===== src/rtl/backend_types.sv =====
// Shared backend types: branch tag count and the mask/tag types derived from it.
package backend_types;

  localparam int BRANCH_TAGS = 4;

  typedef logic [BRANCH_TAGS-1:0]         branch_mask_t;
  typedef logic [$clog2(BRANCH_TAGS)-1:0] branch_tag_t;

endpackage


===== src/rtl/brb_itf.sv =====
// Branch resolution broadcast bundle: one producer (rsp) drives clean/kill
// notifications to every speculative buffer (req).
interface brb_itf #(
  parameter int NUM_TAGS = backend_types::BRANCH_TAGS
);

  logic                        broadcast;
  logic [$clog2(NUM_TAGS)-1:0] tag;
  logic                        clean;
  logic                        kill;

  modport rsp (output broadcast, tag, clean, kill);
  modport req (input  broadcast, tag, clean, kill);

endinterface


===== src/rtl/free_tag_picker.sv =====
// Lowest-index priority encoder over the free (not valid) tags.
module free_tag_picker #(
  parameter int NUM_TAGS  = backend_types::BRANCH_TAGS,
  parameter int TAG_WIDTH = $clog2(NUM_TAGS)
) (
  input  logic [NUM_TAGS-1:0]  valid,
  output logic [TAG_WIDTH-1:0] idx,
  output logic                 found
);

  // Scan from the top down so the lowest free index is the last one written.
  always_comb begin
    idx   = '0;
    found = 1'b0;
    for (int i = NUM_TAGS - 1; i >= 0; i--) begin
      if (!valid[i]) begin
        idx   = TAG_WIDTH'(i);
        found = 1'b1;
      end
    end
  end

endmodule


===== src/rtl/brb_controller.sv =====
// Branch tag allocator and resolution broadcaster. Hands out the lowest free
// tag to dispatch, records which older tags each branch depends on, and turns
// branch-unit resolutions into a registered one-cycle clean/kill broadcast.
module brb_controller
  import backend_types::*;
#(
  parameter int NUM_TAGS  = BRANCH_TAGS,
  parameter int TAG_WIDTH = $clog2(NUM_TAGS)
) (
  input  logic                 clk,
  input  logic                 rst,
  input  logic                 alloc_req,
  output logic                 alloc_ready,
  output logic [TAG_WIDTH-1:0] alloc_tag,
  output logic [NUM_TAGS-1:0]  cur_mask,
  input  logic                 resolve_valid,
  input  logic [TAG_WIDTH-1:0] resolve_tag,
  input  logic                 resolve_mispredict,
  brb_itf.rsp                  brif
);

  logic [NUM_TAGS-1:0]  valid;
  logic [NUM_TAGS-1:0]  valid_n;
  logic [NUM_TAGS-1:0]  dep_mask [NUM_TAGS];
  logic [NUM_TAGS-1:0]  dep_n    [NUM_TAGS];

  logic [TAG_WIDTH-1:0] free_idx;
  logic                 free_found;

  logic                 accepted;
  logic                 clean_now;
  logic                 kill_now;
  logic                 grant;
  logic [NUM_TAGS-1:0]  clean_oh;

  logic                 bcast_vld_p1;
  logic [TAG_WIDTH-1:0] bcast_tag_p1;
  logic                 bcast_clean_p1;
  logic                 bcast_kill_p1;

  free_tag_picker #(
    .NUM_TAGS  (NUM_TAGS),
    .TAG_WIDTH (TAG_WIDTH)
  ) u_pick (
    .valid (valid),
    .idx   (free_idx),
    .found (free_found)
  );

  // Resolutions against tags that are no longer live (e.g. already swept by
  // an older kill) are silently dropped.
  assign accepted  = resolve_valid & valid[resolve_tag];
  assign clean_now = accepted & ~resolve_mispredict;
  assign kill_now  = accepted &  resolve_mispredict;
  assign clean_oh  = clean_now ? (NUM_TAGS'(1) << resolve_tag) : '0;

  // A kill blocks allocation for its cycle so a new branch never captures
  // a mask that includes tags about to be flushed.
  assign alloc_ready = free_found & ~kill_now;
  assign alloc_tag   = free_idx;
  assign grant       = alloc_req & alloc_ready;
  assign cur_mask    = valid;

  // Next-state for tag liveness and dependency masks.
  always_comb begin
    valid_n = valid;
    dep_n   = dep_mask;
    if (accepted) begin
      valid_n[resolve_tag] = 1'b0;
      for (int j = 0; j < NUM_TAGS; j++) begin
        dep_n[j][resolve_tag] = 1'b0;
      end
    end
    if (kill_now) begin
      for (int j = 0; j < NUM_TAGS; j++) begin
        if (dep_mask[j][resolve_tag]) begin
          valid_n[j] = 1'b0;
        end
      end
    end
    if (grant) begin
      valid_n[free_idx] = 1'b1;
      dep_n[free_idx]   = valid & ~clean_oh;
    end
  end

  // Tag state register.
  always_ff @(posedge clk) begin
    if (rst) begin
      valid    <= '0;
      dep_mask <= '{default: '0};
    end else begin
      valid    <= valid_n;
      dep_mask <= dep_n;
    end
  end

  // Stage p1: registered broadcast of the resolution accepted last cycle.
  always_ff @(posedge clk) begin
    if (rst) begin
      bcast_vld_p1   <= 1'b0;
      bcast_tag_p1   <= '0;
      bcast_clean_p1 <= 1'b0;
      bcast_kill_p1  <= 1'b0;
    end else begin
      bcast_vld_p1   <= accepted;
      bcast_clean_p1 <= clean_now;
      bcast_kill_p1  <= kill_now;
      if (accepted) begin
        bcast_tag_p1 <= resolve_tag;
      end
    end
  end

  assign brif.broadcast = bcast_vld_p1;
  assign brif.tag       = bcast_tag_p1;
  assign brif.clean     = bcast_clean_p1;
  assign brif.kill      = bcast_kill_p1;

endmodule


===== src/flat_wrapper.sv =====
// flat-port wrapper written by rule: the top's interface ports become plain ports
module brb_controller_flat import backend_types::*;
#(
  parameter int NUM_TAGS  = BRANCH_TAGS,
  parameter int TAG_WIDTH = $clog2(NUM_TAGS)
)
  (clk, rst, alloc_req, alloc_ready, alloc_tag, cur_mask, resolve_valid, resolve_tag, resolve_mispredict, brif_broadcast, brif_tag, brif_clean, brif_kill);
  brb_itf #(.NUM_TAGS(NUM_TAGS)) brif_i ();
  input  logic clk;
  input  logic rst;
  input  logic alloc_req;
  output logic alloc_ready;
  output logic [TAG_WIDTH-1:0] alloc_tag;
  output logic [NUM_TAGS-1:0] cur_mask;
  input  logic resolve_valid;
  input  logic [TAG_WIDTH-1:0] resolve_tag;
  input  logic resolve_mispredict;
  output wire logic [$bits(brif_i.broadcast)-1:0] brif_broadcast;
  output wire logic [$bits(brif_i.tag)-1:0] brif_tag;
  output wire logic [$bits(brif_i.clean)-1:0] brif_clean;
  output wire logic [$bits(brif_i.kill)-1:0] brif_kill;
  assign brif_broadcast = brif_i.broadcast;
  assign brif_tag = brif_i.tag;
  assign brif_clean = brif_i.clean;
  assign brif_kill = brif_i.kill;
  brb_controller #(.NUM_TAGS(NUM_TAGS), .TAG_WIDTH(TAG_WIDTH)) u_core (.clk(clk), .rst(rst), .alloc_req(alloc_req), .alloc_ready(alloc_ready), .alloc_tag(alloc_tag), .cur_mask(cur_mask), .resolve_valid(resolve_valid), .resolve_tag(resolve_tag), .resolve_mispredict(resolve_mispredict), .brif(brif_i));
endmodule

===== config.mk =====
export PLATFORM = sky130hd
export DESIGN_NAME = brb_controller_flat
export DESIGN_NICKNAME = d
export VERILOG_FILES = /design/src/rtl/backend_types.sv /design/src/rtl/brb_itf.sv /design/src/rtl/free_tag_picker.sv /design/src/rtl/brb_controller.sv /design/src/flat_wrapper.sv
export SDC_FILE = /design/constraint.sdc
export NUM_CORES = 1
export LEC_CHECK = 0
export CAP_MARGIN = 20
export CORE_MARGIN = 2
export CORE_UTILIZATION = 25
export DETAILED_ROUTE_END_ITERATION = 7
export PLACE_DENSITY = 0.42
export SETUP_SLACK_MARGIN = 0.1
export SYNTH_ARGS = -nofsm -noshare
export SYNTH_HDL_FRONTEND = slang
export SYNTH_SLANG_ARGS = --single-unit
export TNS_END_PERCENT = 30

===== constraint.sdc =====
create_clock -name clk -period 3.4 [get_ports clk]
set_clock_uncertainty 0.2 [all_clocks]
set_input_delay 0.34 -clock clk [delete_from_list [all_inputs] [get_ports clk]]
set_output_delay 0.34 -clock clk [all_outputs]
set_load 0.02 [all_outputs]

==> results.toml, run 1 <==
[routing]
viasPerCell = 4.94
dr.pass1.iters = 4
drc = 0
postRouteAntennaNets = 0
via_count = 948
drtIter0Drc = 58
detail_route.wl_per_cell_um = 15.8
drt-total-wl_um = 3040

[clock_network]
cts_made_buffers = 3
cts_root_buf = "clkbuf_8"
cts.sinks = 25
cts_setup_buffers = 0
cts_max_level = 1
ctsLongestPathBuffers = 2
holdBufCountCts = 0
clk_latency_ns = 0.27
clk_pin_slew_ns = 0.08
cts_tree = "done"
cts_resized = 0

[yosys]
yosysSeqAreaShare = 0.415
ys_seq_elements = 25
synth_fp_nets = 129
yosys.area_share.simple = 0.224
synth_area_um2 = 1200
syn_inst = 122
ys_types = 34
synthAdderAreaFrac = 0
synth_top_family_by_area = "simple AND/OR/NAND/NOR gates"
yosys_warnings = 0
synth-compound-area-share = 0.124
avgSynthCellArea_um2 = 9.88
muxShareOfSynthArea = 0.183
synth_xor_area_frac = 0

[global_route]
grt_remaining_overflow = 0
grt_usage = 0.122
antenna_found_initial = 0
top_usage_layer = "met2"
grt_max_degree = 14
grt_use_met1 = 0.170
met2_usage = 0.188
grtUsageMet3 = 0.0302
grt_pass1_vias = 927
grt_pass1_wl_um = 4850

[worst_hold_path]
min-delay-path-class = "flip-flop to flip-flop"

[placed_design]
placed_cell_area_um2 = 1420
gp_congestion = 0.773
port_buffers = 18
dp_hpwl_um = 2210

[die]
die-area_um2 = 5390
fp.dieW_um = 73.4
num_io_pins = 19
die_y_um = 73.4
core_area_um2 = 4690
start_util = 0.257
rows = 25

[power_and_ir_drop]
internal_power_uw = 424
p_seq_frac = 0.546
p_total_uw = 569
p_sw_frac = 0.255
powerDensity_nw_per_um2 = 389
p_leak_uw = 0.000546
p_sw_uw = 145
ir_worst_vdd_v = 0.000210
pwr-share-clk = 0.304
power_frac_comb = 0.150

[sta]
rsz0062_at_grt = "false"
maxSlewViolCount = 0
max_freq_mhz = 350
period_share = 0.840
totalNegativeSetupSlack_ns = 0
period_minus_slack_ns = 2.85
finalSetupViolations = 0
final_hold_viol_count = 0
worstMarginPinSlew_ns = 0.661
timing.slew.headroom = 0.557

[critical_path]
end_kind = "output port"
worstSetupStartpointType = "primary input"
cp_max_fo = 3
worst_ep_required_time_ns = 2.86
path_class = "primary input to output port"
crit_arrival_ns = 2.31

[run]
drv_cap = 0

[finish]
finalInstanceArea_um2 = 1460
antenna_cells = 0
drive_above_1_share = 0.109
nFillCells = 497
finalNetCount = 146
area_growth_syn_to_layout_pct = 21.4

[status]
status = "completed"
==> cell families after synthesis <==
kind of cell           after synthesis
and+or+nand+nor                     50
buffers and inverters               11
DFF                                 25
AOI/OAI and AO/OA                   20
muxes                               16
==> registers in the layout (all words and copies together), names as in the netlist <==
| signal | count |
|---|---|
| u_core.brif.broadcast | 1 |
| u_core.brif.clean | 1 |
| u_core.brif.kill | 1 |
| u_core.brif.tag | 2 |
| u_core.cur_mask | 4 |
| u_core.dep_mask | 16 |
==> placed cells by master, fill, tap and decap left out, types with 2 or more instances in the layout <==
cell / instances
a41oi_1: 2
dfxtp_1: 25
nor2_1: 6
clkdlybuf4s50_1: 18
nand3b_1: 2
a31oi_1: 2
or3_1: 2
buf_4: 3
mux4_2: 4
a32o_1: 3
a22oi_1: 3
and3_1: 4
nand2b_1: 4
mux2i_1: 10
nand2_1: 21
o21ai_0: 2
nor2b_1: 3
inv_1: 2
and2_1: 3
clkbuf_8: 3
mux2_4: 2
==> routing by layer <==
layer	up-vias	part of all wire	routed length (µm)
li1	474	-	-
met1	442	0.50	1520
met2	30	0.44	1350
met3	2	0.046	140
met4	0	0.0066	20
met5	-	0	0
==> worst max-delay path, cell delays in order <==
cell	delay, ns
clkdlybuf4s50_1	0.57
mux2_4	0.34
a32o_1	0.27
a41oi_1	0.17
clkdlybuf4s50_1	0.63
==> power by group through the flow <==
stage                     Combinational [µW]  Sequential, µW  Clock (µW)
after global routing                    92.3             312         196
after global placement                  86.4             317           0
after floorplan                         51.1             317           0
final                                   85.3             310         173
after detailed placement                85.5             317           0
after CTS                               86.0             310         190
==> Yosys cell counts <==
cell / number / area (µm²)
a21boi_0: 1 / 7.51
a21o_1: 1 / 7.51
a21oi_1: 1 / 5.00
a22o_1: 1 / 8.76
a22oi_1: 3 / 22.5
a31oi_1: 2 / 12.5
a32o_1: 3 / 30.0
a41oi_1: 2 / 17.5
and2_1: 3 / 18.8
and3_1: 4 / 25.0
buf_2: 1 / 5.00
buf_6: 3 / 33.8
clkbuf_1: 5 / 18.8
dfxtp_1: 25 / 500
inv_1: 2 / 7.51
mux2_4: 2 / 30.0
mux2i_1: 10 / 100
mux4_2: 4 / 90.1
nand2_1: 21 / 78.8
nand2b_1: 4 / 25.0
nand3_1: 1 / 5.00
nand3b_1: 2 / 15.0
nor2_1: 6 / 22.5
nor2b_1: 3 / 18.8
nor4b_2: 1 / 15.0
nor4bb_1: 1 / 10.0
o211ai_1: 1 / 7.51
o21ai_0: 2 / 10.0
o21ai_1: 1 / 5.00
o22ai_1: 1 / 6.26
o32ai_1: 1 / 8.76
or3_1: 2 / 12.5
or4b_2: 1 / 10.0
or4b_4: 1 / 13.8
==> path summary, 6_finish.rpt <==
kind                                          start                   to  slack (ns)  depth (start not counted)
worst min register to register  u_core.dep_mask[12]  u_core.dep_mask[12]        0.24                          2
worst max-delay path                 resolve_tag[0]          alloc_ready        0.55                          5
worst max register to register   u_core.cur_mask[1]   u_core.dep_mask[5]        1.11                          5
worst min-delay path            u_core.dep_mask[12]  u_core.dep_mask[12]        0.24                          2
==> final cells by class <==
type | count | area [µm²] | share of cell area
Clock buffer | 4 | 45.0 | 0.0308
Inverter | 2 | 7.51 | 0.00513
Multi-Input combinational cell | 86 | 639 | 0.437
Sequential cell | 25 | 500 | 0.342
Tap cell | 54 | 67.6 | 0.0462
Timing Repair Buffer | 21 | 203 | 0.139
==> per-stage QoR <==
stage	util	setup WS [ns]	cells	hold slack [ns]
after floorplan	-	1.10	122	0.206
after global placement	0.302	0.590	188	0.221
after detailed placement	0.302	0.545	188	0.225
after CTS	0.312	0.543	192	0.237
after global routing	0.312	0.486	192	0.264
final	0.312	0.546	192	0.237
Power figures use the tool's default switching activity.
==> run 2: changes to the inputs <==
==> constraint.sdc (replaced) <==
create_clock -name clk -period 2.9 [get_ports clk]
set_clock_uncertainty 0.2 [all_clocks]
set_input_delay 0.29 -clock clk [delete_from_list [all_inputs] [get_ports clk]]
set_output_delay 0.29 -clock clk [all_outputs]
set_load 0.02 [all_outputs]
==> results.toml, run 2 (synthesis gave the netlist of run 1 again) <==
[status]
status = "completed"

[routing]
viasPerCell = 5.06
drt-total-wl_um = 3180
drc = 0
drtIter0Drc = 71
dr.pass1.iters = 4
postRouteAntennaNets = 0
via_count = 991
detail_route.wl_per_cell_um = 16.2

[worst_hold_path]
min_from = "u_core.dep_mask[12]"
min-delay-path-class = "flip-flop to flip-flop"
min_to = "u_core.dep_mask[12]"
whs_path_depth = 2

[global_route]
antenna_found_initial = 0
grt_pass1_vias = 990
grt_max_degree = 14
grt_remaining_overflow = 0
grt_usage = 0.129
grt_pass1_wl_um = 5200

[finish]
layout_common_cells = "25 x dfxtp_1, 21 x nand2_1, 17 x clkdlybuf4s50_1"
nFillCells = 504
largest-register = "u_core.dep_mask"
antenna_cells = 0
largest_register_ffs = 16
layout_commonest_cell = "dfxtp_1"
finalNetCount = 150
drive_above_1_share = 0.134
area_growth_syn_to_layout_pct = 24.1

[critical_path]
startpoint = "resolve_tag[0]"
path_cells = "clkdlybuf4s50_1, mux2_4, a32o_1, buf_4, or4b_4, and3_1"
r2r_start = "u_core.cur_mask[0]"
r2r_slack_ns = 0.61
max_stage_delay_ns = 0.58
timing.rr.end = "u_core.dep_mask[3]"
worstSetupStartpointType = "primary input"
cp_top_family = "simple AND/OR/NAND/NOR gates"
end_kind = "flip-flop"
r2r_cells = 5
critPathBufInv = 2
cp_max_fo = 9
worst_ep_required_time_ns = 2.86
path_class = "primary input to flip-flop"
crit_arrival_ns = 2.41
slowest_stage = "or4b_4"

[sta]
totalNegativeSetupSlack_ns = 0
timing.slew.headroom = 0.592
finalSetupViolations = 0
holdWs_ns = 0.241
period_minus_slack_ns = 2.45
period_share = 0.845
rsz0062_at_grt = "false"
worstMarginPinSlew_ns = 0.609
final_hold_viol_count = 0
maxSlewViolCount = 0
max_freq_mhz = 408

[clock_network]
cts_max_level = 1
cts_made_buffers = 3
holdBufCountCts = 0
cts_root_buf = "clkbuf_8"
cts_resized = 0
ctsLongestPathBuffers = 2
cts.sinks = 25
cts_setup_buffers = 0
cts_tree = "done"
clk_latency_ns = 0.26
clk_pin_slew_ns = 0.08

[placed_design]
gp_congestion = 0.783
port_buffers = 18
dp_hpwl_um = 2330

[power_and_ir_drop]
p_leak_uw = 0.000566
ir_worst_vdd_v = 0.000206
powerDensity_nw_per_um2 = 451

[die]
core_area_um2 = 4690
die-area_um2 = 5390
start_util = 0.257
fp.dieW_um = 73.4
die_y_um = 73.4
rows = 25
num_io_pins = 19

[run]
drv_cap = 0
-- run 2: cell count changes in the layout (fill, tap and decap cells not counted), sizes merged --
cell           change
buf                +4
clkdlybuf4s50      -1
dlymetal6s2s       +1
-- run 2: where the power goes --
group	total [µW]	switching (µW)	internal, µW
registers	362	9.63	352
clock network	204	106	98.2
logic	108	58.3	50.2
-- run 2: worst max-delay path by stage --
| stage | to | slack (ns) | cells past startpoint |
|---|---|---|---|
| after CTS | alloc_ready | 0.16 | 5 |
| after detailed placement | alloc_ready | 0.16 | 5 |
| after global placement | alloc_ready | 0.20 | 5 |
| final | u_core.dep_mask[3] | 0.45 | 6 |
| after floorplan | u_core.dep_mask[3] | 0.60 | 7 |
| after global routing | u_core.dep_mask[3] | 0.40 | 6 |
-- run 2: through the flow --
step           area [µm²]  cells  setup slack, ns  utilization  total power (µW)
6_report             1500    196            0.450        0.319               675
5_1_grt              1500    196            0.402        0.319               700
4_1_cts              1490    196            0.162        0.318               682
3_5_place_dp         1450    192            0.163        0.309               478
3_3_place_gp         1450    192            0.196        0.309               481
2_1_floorplan        1200    122            0.597            -               431
-- run 2: per-layer routing --
metal  vias to the layer above  GRT usage  wire length, µm
met2                        29      0.186             1310
met3                         4     0.0398              195
li1                        483          -                -
met5                         -          0                0
met1                       475      0.182             1630
met4                         0     0.0404               45
-- run 2: worst register-to-register path, stage by stage (launching register included) --
cell and delay, ns:
dfxtp_1 0.42, mux2_4 0.33, a32o_1 0.26, buf_4 0.17, or4b_4 0.58, and3_1 0.22
-- run 2: final cells by class --
class / count / area [µm²] / share of cell area
sequential: 25 / 500 / 0.335
inverter: 2 / 7.51 / 0.00502
clock buffer: 4 / 45.0 / 0.0301
tap: 54 / 67.6 / 0.0452
multi-input combinational: 86 / 639 / 0.428
timing repair buffer: 25 / 235 / 0.157
